<file path="config.mk">
export PLATFORM = sky130hd
export DESIGN_NAME = prog_loader
export DESIGN_NICKNAME = d
export VERILOG_FILES = /design/src/rtl/prog_loader_pkg.sv /design/src/rtl/prog_loader.sv
export SDC_FILE = /design/constraint.sdc
export NUM_CORES = 1
export LEC_CHECK = 0
export CELL_PAD_IN_SITES_DETAIL_PLACEMENT = 0
export CELL_PAD_IN_SITES_GLOBAL_PLACEMENT = 1
export CORE_MARGIN = 3
export CORE_UTILIZATION = 41
export CTS_BUF_LIST = sky130_fd_sc_hd__clkbuf_4 sky130_fd_sc_hd__clkbuf_8 sky130_fd_sc_hd__clkbuf_16
export CTS_CLUSTER_SIZE = 40
export DETAILED_ROUTE_END_ITERATION = 8
export GPL_ROUTABILITY_DRIVEN = 0
export PLACE_DENSITY = 0.84
export REMOVE_ABC_BUFFERS = 1
export SKIP_LAST_GASP = 1
export SLEW_MARGIN = 20
export SYNTH_ARGS = -nofsm -noshare
export SYNTH_HDL_FRONTEND = slang
export SYNTH_SLANG_ARGS = --single-unit
export TNS_END_PERCENT = 1
</file>
<file path="constraint.sdc">
create_clock -name clk -period 4.06 [get_ports clk]
set_input_delay 1.218 -clock clk [delete_from_list [all_inputs] [get_ports clk]]
set_output_delay 1.218 -clock clk [all_outputs]
set_load 0.02 [all_outputs]
</file>
<file path="src/rtl/prog_loader_pkg.sv">
// rtl/prog_loader_pkg.sv - shared state encoding and default sizes for the program loader
package prog_loader_pkg;

  localparam int IW_DEF     = 9;
  localparam int DW_DEF     = 8;
  localparam int PC_W_DEF   = 10;
  localparam int DA_W_DEF   = 8;
  localparam int CYC_W_DEF  = 16;
  localparam int MAX_CYCLES_DEF = 'hFFFF;

  typedef enum logic [2:0] {
    ST_IDLE    = 3'd0,
    ST_LOAD_I  = 3'd1,
    ST_LOAD_D  = 3'd2,
    ST_LAUNCH  = 3'd3,
    ST_RUN     = 3'd4,
    ST_DONE    = 3'd5,
    ST_TIMEOUT = 3'd6
  } state_t;

endpackage

</file>
<file path="src/rtl/prog_loader.sv">
// rtl/prog_loader.sv - streams a program into instruction/data memory, launches the CPU and times its run
module prog_loader
  import prog_loader_pkg::*;
#(
  parameter int IW    = IW_DEF,
  parameter int DW    = DW_DEF,
  parameter int PC_W  = PC_W_DEF,
  parameter int DA_W  = DA_W_DEF,
  parameter int CYC_W = CYC_W_DEF,
  parameter logic [CYC_W-1:0] MAX_CYCLES = CYC_W'(MAX_CYCLES_DEF)
) (
  input  logic             clk,
  input  logic             reset,
  input  logic             load_go,
  input  logic [PC_W:0]    cfg_inst_count,
  input  logic [DA_W:0]    cfg_data_count,
  input  logic             in_valid,
  input  logic [IW-1:0]    in_data,
  output logic             in_ready,
  output logic             imem_we,
  output logic [PC_W-1:0]  imem_addr,
  output logic [IW-1:0]    imem_wdata,
  output logic             dmem_we,
  output logic [DA_W-1:0]  dmem_addr,
  output logic [DW-1:0]    dmem_wdata,
  output logic             cpu_start,
  input  logic             cpu_done,
  output logic             busy,
  output logic             run_done,
  output logic             timeout,
  output logic [CYC_W-1:0] cycle_count
);

  localparam logic [PC_W:0] INST_LIM = {1'b1, {PC_W{1'b0}}};
  localparam logic [DA_W:0] DATA_LIM = {1'b1, {DA_W{1'b0}}};
  localparam logic [PC_W:0] INST_ONE = (PC_W+1)'(1);
  localparam logic [DA_W:0] DATA_ONE = (DA_W+1)'(1);
  localparam logic [CYC_W-1:0] CYC_ONE = CYC_W'(1);

  state_t state, state_nxt;

  logic [PC_W:0] inst_total, inst_idx, inst_sat;
  logic [DA_W:0] data_total, data_idx, data_sat;
  logic          accept, go, inst_last, data_last;

  assign inst_sat  = (cfg_inst_count > INST_LIM) ? INST_LIM : cfg_inst_count;
  assign data_sat  = (cfg_data_count > DATA_LIM) ? DATA_LIM : cfg_data_count;
  assign accept    = in_valid && in_ready;
  assign go        = load_go && (state == ST_IDLE || state == ST_DONE || state == ST_TIMEOUT);
  assign inst_last = ((inst_idx + INST_ONE) == inst_total);
  assign data_last = ((data_idx + DATA_ONE) == data_total);

  always_comb begin
    state_nxt = state;
    unique case (state)
      ST_IDLE, ST_DONE, ST_TIMEOUT: begin
        if (load_go) begin
          if (inst_sat != '0)      state_nxt = ST_LOAD_I;
          else if (data_sat != '0) state_nxt = ST_LOAD_D;
          else                     state_nxt = ST_LAUNCH;
        end
      end
      ST_LOAD_I: begin
        if (accept && inst_last)
          state_nxt = (data_total != '0) ? ST_LOAD_D : ST_LAUNCH;
      end
      ST_LOAD_D: begin
        if (accept && data_last) state_nxt = ST_LAUNCH;
      end
      ST_LAUNCH: state_nxt = ST_RUN;
      ST_RUN: begin
        // done takes priority over a simultaneous timeout
        if (cpu_done)                      state_nxt = ST_DONE;
        else if (cycle_count == MAX_CYCLES) state_nxt = ST_TIMEOUT;
      end
      default: state_nxt = ST_IDLE;
    endcase
  end

  always_comb begin
    in_ready  = 1'b0;
    busy      = 1'b0;
    run_done  = 1'b0;
    timeout   = 1'b0;
    cpu_start = 1'b1;
    unique case (state)
      ST_LOAD_I, ST_LOAD_D: begin
        in_ready = 1'b1;
        busy     = 1'b1;
      end
      ST_LAUNCH: busy = 1'b1;
      ST_RUN: begin
        busy      = 1'b1;
        cpu_start = 1'b0;
      end
      ST_DONE:    run_done = 1'b1;
      ST_TIMEOUT: timeout  = 1'b1;
      default: ;
    endcase
  end

  always_ff @(posedge clk) begin
    if (!reset) begin
      state       <= ST_IDLE;
      inst_total  <= '0;
      data_total  <= '0;
      inst_idx    <= '0;
      data_idx    <= '0;
      imem_we     <= 1'b0;
      imem_addr   <= '0;
      imem_wdata  <= '0;
      dmem_we     <= 1'b0;
      dmem_addr   <= '0;
      dmem_wdata  <= '0;
      cycle_count <= '0;
    end else begin
      state   <= state_nxt;
      imem_we <= 1'b0;
      dmem_we <= 1'b0;

      if (go) begin
        inst_total  <= inst_sat;
        data_total  <= data_sat;
        inst_idx    <= '0;
        data_idx    <= '0;
        imem_addr   <= '0;
        dmem_addr   <= '0;
        cycle_count <= '0;
      end

      // write strobe/address/data are registered one cycle behind the accept
      if (state == ST_LOAD_I && accept) begin
        imem_we    <= 1'b1;
        imem_addr  <= inst_idx[PC_W-1:0];
        imem_wdata <= in_data;
        inst_idx   <= inst_idx + INST_ONE;
      end

      if (state == ST_LOAD_D && accept) begin
        dmem_we    <= 1'b1;
        dmem_addr  <= data_idx[DA_W-1:0];
        dmem_wdata <= in_data[DW-1:0];
        data_idx   <= data_idx + DATA_ONE;
      end

      if (state == ST_RUN && !cpu_done && cycle_count != MAX_CYCLES)
        cycle_count <= cycle_count + CYC_ONE;
    end
  end

endmodule

</file>
==> impl_results.md, run 1 <==
- Outcome: finished clean
- Vias: 4461
- Largest net degree at the start of global routing: 62
- Netlist Area Pre-Place: 0.00472 mm^2
- Max FO, Critical Path: 15
- Setup bufs post-CTS: 0
- Antenna viol nets, final: 0
- Total Nets Final: about 710
- Least-Margin Pin Slew: 0.971 ns
- Synth area leader: dfxtp_1
- Mapped Cells: 603
- Initial antenna violation count: 0
- Period utilization: 0.832
- Reg2reg setup slack: 1.19 ns
- Crit path from: state[2]
- Die Wd: 113 um
- Post-synth EDFFs: 0
- Clock sink total: 96
- Top cells by area, synth: dfxtp_1 (41%), a21oi_1 (9.2%), nand2_1 (6.0%), nor2_1 (5.2%), nand3_1 (4.3%)
- RR Endpoint: state[0]
- Share of cells above drive strength 1: 0.0607
- I/O pin total: approximately 90
- Sequential area share after synthesis: 0.407
- Relative slew slack: 0.350
- Die height: 113 um
- Most common cell after layout, fill and taps aside: dfxtp_1
- TritonCTS clock tree: yes
- Initial DRC count: 345
- Leak Pwr: about 2.0 nW
- CORE AREA: 0.0110 mm^2
- Critical Path Source Type: register
- PwrDens: 369 mW/mm^2
- Reg2Reg Depth: 7
- Top cell type's share of synthesized area: 0.407
- First-pass GRT wire length: 21000 um
- Post-DP HPWL: about 8600 um
- # port buffers: 91
- Syn. warnings: 0
- Commonest non-fill, non-tap cells in the layout: dfxtp_1 (96), clkdlybuf4s50_1 (91), a21oi_1 (87)
- RSZ-0062 raised after global routing: false
- Antenna Cells: 0
- GRT Overall Usage: 0.199
- Vias in the first global route: between 4000 and 5000
- Root Buffer: clkbuf_16
- FF-to-FF Start: inst_idx[0]
- Yosys cell types: 61
- Placement Rows: 38
- Die footprint: 0.0128 mm^2
- Crit path to: run_done
- Final Max Slew Viols: 0
- Asr flop ratio synth: 0
- Synth Area per Inst: slightly below 8 um^2
- Fmax: 296 MHz
- Clock slew at reported path FFs: 0.07 ns
- Final hold vios: 0
- DRC violations left: 0
- Final wirelength: about 12000 um
- Cts bufs inserted: 9
- Worst EP required: 2.84 ns
- Drt first pass iters: 5
- Initial Util: 0.428
- CP arrival: approximately 2.2 ns
- Most used DFF post-synth: dfxtp_1
- Fin Hold WS: 0.456 ns
- Clock Path Buffers: 2
- Clk_lat worst skew: 0.34 ns
- Period minus WS final: 3.38 ns
- Peak supply drop: 0.000405 V
- Capturing element type of the critical path: output pin
- Cts hold-fix bufs: 0
- Post-cts sizing count: 0
- FF+latch count, synth: 96
- Final Skew: 0.00512 ns
- H-tree levels: 3
- Setup Viol. Count Final: 0
- Layout Area Growth over Synthesis: 27.2%
- DR WL/cell: roughly 15 um
- Final setup TNS: 0 ns
- Drt via density: 5.47
- Overflow after GRT: 0
- Fill cells: 1049
- Crit Path Class: register to output pin
- Max-cap viol count: 0
- Worst hold path type: register to register
cell type report:
class	instances	area (um^2)	share of cell area
Inverter	5	18.8	0.00313
Timing Repair Buffer	98	976	0.163
Sequential cell	96	1920	0.320
Multi-Input combinational cell	461	2590	0.432
Clock buffer	9	225	0.0375
Clock inverter	7	95.1	0.0158
Tap cell	140	175	0.0292
critical path, stage by stage, from the launching register on:
cell,delay [ns]
dfxtp_1,0.62
inv_1,0.16
nor2_1,0.35
clkdlybuf4s50_1,0.69
routing by layer:
metal,global-route usage,up-vias,share of wire
met5,0,-,0
met4,0.0441,0,0.011
met3,0.0497,11,0.045
met2,0.348,95,0.50
met1,0.248,2110,0.45
li1,-,2245,-
worst min path at each step:
stage / start / to / slack, ns / depth (start not counted)
floorplan: inst_total[10] / inst_total[10] / 0.45 / 2
global placement: imem_wdata[2] / imem_wdata[2] / 0.44 / 2
finish: dmem_wdata[0] / dmem_wdata[0] / 0.46 / 2
detailed placement: dmem_wdata[2] / dmem_wdata[2] / 0.45 / 2
CTS: dmem_wdata[2] / dmem_wdata[2] / 0.46 / 2
global route: imem_addr[6] / imem_addr[6] / 0.49 / 2
cell families after synthesis:
logic type	Yosys count	synth area share
AND/OR/NAND/NOR	274	0.293
AO/OA/AOI/OAI	152	0.185
flip-flops	96	0.407
buffers and inverters	46	0.0469
XOR/XNOR	29	0.0538
multiplexers	3	0.00689
adder cells (fa/ha/maj)	3	0.00795
report_power, final:
group | total (W) | internal [W] | switching (W) | leakage (nW)
Sequential | 0.000995 | 0.000967 | 0.0000285 | 0.776
Combinational | 0.000309 | 0.000124 | 0.000185 | 1.10
Clock | 0.000910 | 0.000541 | 0.000369 | 0.156
cells in the mapped netlist, types with 5 or more instances:
library cell  count
o21ai_0          30
and2_1            6
nor2_1           66
xor2_1           13
nor3b_1          17
or3_1            11
nand2b_1          5
and3_1            9
nand3b_1          5
clkbuf_1         30
dfxtp_1          96
nor2b_1           6
xnor2_1          16
nand3_1          41
nand2_1          75
a21oi_1          87
nor4_1            7
stage by stage:
stage / area (um^2) / cells / worst slack [ns] / utilization / total power (W)
final: 6010 / 816 / 0.684 / 0.544 / 0.00221
after floorplan: 4520 / 562 / 0.493 / - / 0.00119
after CTS: 6010 / 816 / 0.672 / 0.544 / 0.00223
after detailed placement: 5690 / 800 / 0.645 / 0.515 / 0.00133
after global placement: 5690 / 800 / 0.706 / 0.515 / 0.00132
after global routing: 6010 / 816 / 0.541 / 0.544 / 0.00231
flip-flops by register name, summed over array words and instances (netlist names):
| register | cells |
|---|---|
| data_idx | 9 |
| state | 3 |
| imem_wdata | 9 |
| dmem_we | 1 |
| inst_total | 11 |
| cycle_count | 16 |
| dmem_addr | 8 |
| inst_idx | 11 |
| data_total | 9 |
| imem_addr | 10 |
| dmem_wdata | 8 |
| imem_we | 1 |
No activity file was read; power rests on OpenSTA's default activity.
==> run 2: changes to the inputs <==
--- a/config.mk
+++ b/config.mk
@@ -8,12 +8,12 @@
 export CELL_PAD_IN_SITES_DETAIL_PLACEMENT = 0
 export CELL_PAD_IN_SITES_GLOBAL_PLACEMENT = 1
 export CORE_MARGIN = 3
-export CORE_UTILIZATION = 41
+export CORE_UTILIZATION = 34
 export CTS_BUF_LIST = sky130_fd_sc_hd__clkbuf_4 sky130_fd_sc_hd__clkbuf_8 sky130_fd_sc_hd__clkbuf_16
 export CTS_CLUSTER_SIZE = 40
 export DETAILED_ROUTE_END_ITERATION = 8
 export GPL_ROUTABILITY_DRIVEN = 0
-export PLACE_DENSITY = 0.84
+export PLACE_DENSITY = 0.74
 export REMOVE_ABC_BUFFERS = 1
 export SKIP_LAST_GASP = 1
 export SLEW_MARGIN = 20
==> constraint.sdc (replaced) <==
create_clock -name clk -period 3 [get_ports clk]
set_input_delay 0.9 -clock clk [delete_from_list [all_inputs] [get_ports clk]]
set_output_delay 0.9 -clock clk [all_outputs]
set_load 0.02 [all_outputs]
==> run 2 against run 1 <==
Wire length is 3.9% higher. Highest routed layer unchanged. Largest power group unchanged. Clock-buffer cell count is 1 higher. Sequential power up 35%. Worst setup slack got worse by 0.56 ns. Hold slack lost 0.0016 ns. Critical path type unchanged. Flip-flop and latch count stayed put. Non-clock buffer count up 16. Power is 38% higher.
==> impl_results.md, run 2 (synthesized netlist as in run 1, its figures left out) <==
- Max stage delay on crit path: 0.66 ns
- Hold-critical path depth: 2
- TritonCTS clock tree: yes
- Gate power share: 0.149
- Final Max Slew Viols: 0
- Clock Path Buffers: 2
- Final hold vios: 0
- Total power: 0.00305 W
- Delay-heaviest family, CP: buffers and inverters
- CP arrival: 1.98 ns
- Worst hold path type: register to register
- Critical-path top delay cell: clkdlybuf4s50_1
- PwrDens: 491 mW/mm^2
- Share of power burned in the clock network: 0.410
- Switching Fraction: 0.264
- Initial antenna violation count: 0
- DR WL/cell: 14.9 um
- Reg2reg setup slack: 0.30 ns
- Antenna Cells: 0
- Capturing element type of the critical path: output pin
- GRT Overall Usage: 0.173
- Die Wd: approximately 120 um
- Vias: 4469
- Share of cells above drive strength 1: 0.0853
- Highest metal used: met4
- Vias in the first global route: between 4000 and 5000
- Fill cells: 1347
- Overflow after GRT: 0
- Final wirelength: 13000 um
- Cts bufs inserted: 9
- Fin util: 0.463
- Hold Crit Start: imem_wdata[8]
- I/O pin total: 92
- Seq pwr share: 0.441
- Cell chain of the critical path: nand2b_1, nor2_2, clkdlybuf4s50_1
- Peak supply drop: 0.000313 V
- Placement Rows: 42
- Met2 wire len: 6440 um
- Flip-flop count of the largest register after layout: 16
- Leak Pwr: 2.13 nW
- Drt first pass iters: 4
- RSZ-0062 raised after global routing: true
- # port buffers: 91
- Fmax: approximately 350 MHz
- Cts hold-fix bufs: 0
- Crit Path Class: register to output pin
- DRC violations left: 0
- Commonest non-fill, non-tap cells in the layout: dfxtp_1 (95), clkdlybuf4s50_1 (90), a21oi_1 (87)
- First-pass GRT wire length: 21100 um
- Die height: 124 um
- Clock sink total: 96
- Worst EP required: 2.10 ns
- Least-Margin Pin Slew: 0.625 ns
- Routed wl met3: 605 um
- Clk_lat worst skew: 0.35 ns
- Clock slew at reported path FFs: 0.07 ns
- Top Registers: cycle_count (16), inst_idx (11), inst_total (11)
- Period utilization: 0.960
- Die footprint: ~0.015 mm^2
- Drt via density: slightly above 5
- Setup bufs post-CTS: 0
- Post-DP HPWL: between 9000 and 10000 um
- Pint: 0.00224 W
- WP buf/inv: 1
- H-tree levels: 3
- DRT met1 WL: 5780 um
- Setup Viol. Count Final: 0
- Critical Path Source Type: register
- Root Buffer: clkbuf_16
- Reg2Reg Depth: 7
- Antenna viol nets, final: 0
- RR Endpoint: state[0]
- Outcome: finished clean
- Most common cell after layout, fill and taps aside: dfxtp_1
- Initial Util: 0.352
- Max FO, Critical Path: 11
- Most flop-heavy register: cycle_count
- CORE AREA: 0.0134 mm^2
- Total Nets Final: approximately 720
- Period minus WS final: 2.88 ns
- P_sw: 0.000804 W
- Relative slew slack: 0.581
- Largest net degree at the start of global routing: 42
- Layout Area Growth over Synthesis: 31.4%
- Min-Delay Endpoint: imem_wdata[8]
- Initial DRC count: 252
- Max-cap viol count: 0
- Final Skew: 0.00773 ns
- FF-to-FF Start: inst_idx[0]
## run 2: metrics by stage
stage	hold WS [ns]	area (um^2)	cells	worst slack [ns]	TNS, ns
global route	0.476	6210	868	-0.00339	-0.00339
CTS	0.457	6200	868	-0.0312	-0.0312
finish	0.454	6210	868	0.121	0
floorplan	0.448	4520	562	-0.567	-18.04
detailed placement	0.448	5880	852	-0.000326	-0.000326
global placement	0.441	5880	852	0.0601	0
## run 2: area by class of cell
cell class	instances	area, um^2	share of cell area
Clock inverter	6	92.6	0.0149
Tap cell	176	220	0.0355
Inverter	5	18.8	0.00302
Timing Repair Buffer	114	1120	0.181
Sequential cell	96	1920	0.310
Clock buffer	10	233	0.0375
Multi-Input combinational cell	461	2600	0.418
## run 2: layer usage
metal,up-vias,track usage
met5,-,0
li1,2284,-
met4,0,0.0498
met2,80,0.298
met1,2095,0.209
met3,10,0.0527
## run 2: worst min-delay path, stage by stage, from the launching register on
cell and delay (ns):
dfxtp_1 0.31, nand2_1 0.05, a21oi_1 0.05
## run 2: worst max path at each step
stage	from	endpoint	cells past startpoint
2_1_floorplan	state[2]	inst_total[4]	6
3_3_place_gp	cfg_inst_count[0]	state[0]	8
3_5_place_dp	in_valid	state[0]	7
4_1_cts	state[0]	in_ready	4
5_1_grt	state[1]	run_done	3
6_report	state[1]	run_done	3
## run 2: what timing repair did
item	in CTS	in global routing
gates cloned	0	0
setup endpoints to repair	2	2
resized for setup	1	2
## run 2: power by group through the flow
stage | Combinational [W] | Sequential (W) | Clock [W]
5_1_grt | 0.000504 | 0.00135 | 0.00134
2_1_floorplan | 0.000227 | 0.00138 | 0
3_3_place_gp | 0.000452 | 0.00137 | 0
6_report | 0.000455 | 0.00134 | 0.00125
3_5_place_dp | 0.000457 | 0.00137 | 0
4_1_cts | 0.000459 | 0.00134 | 0.00129
==> run 3: changes to the inputs <==
--- a/config.mk
+++ b/config.mk
@@ -8,12 +8,12 @@
 export CELL_PAD_IN_SITES_DETAIL_PLACEMENT = 0
 export CELL_PAD_IN_SITES_GLOBAL_PLACEMENT = 1
 export CORE_MARGIN = 3
-export CORE_UTILIZATION = 34
-export CTS_BUF_LIST = sky130_fd_sc_hd__clkbuf_4 sky130_fd_sc_hd__clkbuf_8 sky130_fd_sc_hd__clkbuf_16
+export CORE_UTILIZATION = 35
+export CTS_BUF_LIST = sky130_fd_sc_hd__clkbuf_4
 export CTS_CLUSTER_SIZE = 40
 export DETAILED_ROUTE_END_ITERATION = 8
 export GPL_ROUTABILITY_DRIVEN = 0
-export PLACE_DENSITY = 0.74
+export PLACE_DENSITY = 0.76
 export REMOVE_ABC_BUFFERS = 1
 export SKIP_LAST_GASP = 1
 export SLEW_MARGIN = 20
==> run 3 against run 2 <==
Power down 19%. Sequential power about the same. First-iteration DRC count up 3.6%. Fmax down 3.8%. Non-clock buffer count up 2. Core utilization up 0.059 points. Die area down 2.7%. Critical endpoint is now busy. Cell area down 3.4%. Combinational power about the same.
==> impl_results.md, run 3 (synthesized netlist as in run 1, its figures left out) <==
- Final Max Slew Viols: 0
- RSZ-0062 raised after global routing: true
- Most common cell after layout, fill and taps aside: dfxtp_1
- Outcome: finished clean
- Clk_lat worst skew: about 0.45 ns
- Relative slew slack: 0.511
- Peak supply drop: 0.000287 V
- Total Nets Final: 726
- Placement Rows: between 40 and 50
- Crit Path Class: register to output pin
- Flip-flop count of the largest register after layout: 16
- Setup bufs post-CTS: 0
- Final Skew: between 0.01 and 0.015 ns
- Cts bufs inserted: 9
- Commonest non-fill, non-tap cells in the layout: dfxtp_1 (96), clkdlybuf4s50_1 (90), a21oi_1 (87)
- Reg2Reg Depth: 7
- Drt first pass iters: 4
- Root Buffer: clkbuf_4
- Antenna viol nets, final: 0
- # port buffers: 91
- Most flop-heavy register: cycle_count
- Largest net degree at the start of global routing: 59
- Fill cells: about 1300
- Pint: 0.00174 W
- Initial antenna violation count: 0
- Least-Margin Pin Slew: ~0.73 ns
- DP Area: 0.00586 mm^2
- Gate power share: 0.185
- Design area: 0.00600 mm^2
- Setup Viol. Count Final: 0
- Seq pwr share: 0.540
- Final wirelength: 12900 um
- Fmax: 334 MHz
- Cell chain of the critical path: buf_4, nor2_1, xnor2_1, clkdlybuf4s50_1
- Max-cap viol count: 0
- Max FO, Critical Path: 7
- Critical Path Source Type: register
- GRT Overall Usage: 0.177
- PwrDens: between 400 and 500 mW/mm^2
- Final hold vios: 0
- Vias in the first global route: between 4000 and 5000
- Layout Area Growth over Synthesis: 26.9%
- Die footprint: 0.0149 mm^2
- Leak Pwr: about 2.0 nW
- Switching Fraction: 0.296
- Period utilization: 0.998
- Worst hold path type: register to register
- Non-filler cells, final: 866
- Initial DRC count: 261
- DRC violations left: 0
- Post-DP HPWL: roughly 9000 um
- CP arrival: 2.09 ns
- Antenna Cells: 0
- Die Wd: 122 um
- Share of power burned in the clock network: 0.275
- Initial Util: 0.365
- Critical path depth: 4
- First-pass GRT wire length: 21300 um
- Drt via density: 5.23
- P_sw: about 0.00073 W
- Critical-path top delay cell: clkdlybuf4s50_1
- Clock slew at reported path FFs: 0.15 ns
- Die height: 122 um
- Period minus WS final: 2.99 ns
- WP buf/inv: 2
- I/O pin total: 92
- CORE AREA: 0.0129 mm^2
- DR WL/cell: approximately 15 um
- Clock sink total: 96
- Overflow after GRT: 0
- TritonCTS clock tree: yes
- Capturing element type of the critical path: output pin
- Worst EP required: between 2 and 2.5 ns
- Share of cells above drive strength 1: 0.0836
- Max stage delay on crit path: 0.62 ns
- Inst Count DP: 850
- H-tree levels: 3
- Vias: 4529
- Top Registers: cycle_count (16), inst_idx (11), inst_total (11)
- Delay-heaviest family, CP: buffers and inverters
- Clock Path Buffers: 2
- Hold-critical path depth: 2
run 3: cell count changes in the layout (fill, tap and decap cells not counted), sizes merged:
| cell | delta |
|---|---|
| buf | +2 |
| bufinv | -1 |
| clkbuf | -1 |
| clkinv | +3 |
| inv | -1 |
run 3: stage by stage:
step                      power (W)  hold slack [ns]  worst slack, ns   util  setup TNS, ns
after floorplan             0.00161            0.448           -0.567      -         -18.04
after global placement      0.00182            0.442           0.0422  0.453              0
after detailed placement    0.00183            0.452          -0.0177  0.453        -0.0177
after CTS                   0.00252            0.471          -0.0128  0.464        -0.0174
after global routing        0.00261            0.485           -0.116  0.464         -0.133
final                       0.00248            0.469          0.00745  0.464              0
run 3: path summary, 6_finish.rpt:
path	startpoint	slack, ns	endpoint
worst min register to register	imem_wdata[0]	0.47	imem_wdata[0]
worst min-delay path	imem_wdata[0]	0.47	imem_wdata[0]
worst max register to register	inst_idx[0]	0.32	state[0]
worst max-delay path	state[1]	0.007	busy
run 3: power by group through the flow:
stage	Sequential (W)	Clock, W	Combinational, W
floorplan	0.00138	0	0.000227
global placement	0.00136	0	0.000458
detailed placement	0.00136	0	0.000460
CTS	0.00134	0.000717	0.000464
global route	0.00134	0.000757	0.000509
finish	0.00134	0.000680	0.000458
run 3: metal layers:
layer / vias to the layer above / global-route usage / wire length [um]
li1: 2289 / - / -
met1: 2143 / 0.231 / 5850
met2: 91 / 0.294 / 6420
met3: 6 / 0.0515 / 579
met4: 0 / 0.0364 / 80
met5: - / 0 / 0
run 3: what timing repair did:
item | CTS | global route
cloned | 0 | 0
hold buffers | 0 | 0
resized for setup | 1 | 1
endpoints found under the setup margin | 3 | 3
run 3: area by class of cell:
cell class | count | area [um^2] | share of cell area
multi-input combinational | 461 | 2600 | 0.433
sequential | 96 | 1920 | 0.321
timing repair buffer | 116 | 1110 | 0.186
tap | 172 | 215 | 0.0359
clock buffer | 9 | 67.6 | 0.0113
clock inverter | 7 | 62.6 | 0.0104
inverter | 5 | 18.8 | 0.00313
run 3: worst register-to-register path, delay by kind of cell, from the launching register on:
kind | cells | cell delay [ns]
flip-flops | 1 | 0.37
XOR/XNOR | 1 | 0.15
AND/OR/NAND/NOR | 3 | 1.20
AO/OA/AOI/OAI | 2 | 0.61
adder cells (fa/ha/maj) | 1 | 0.29
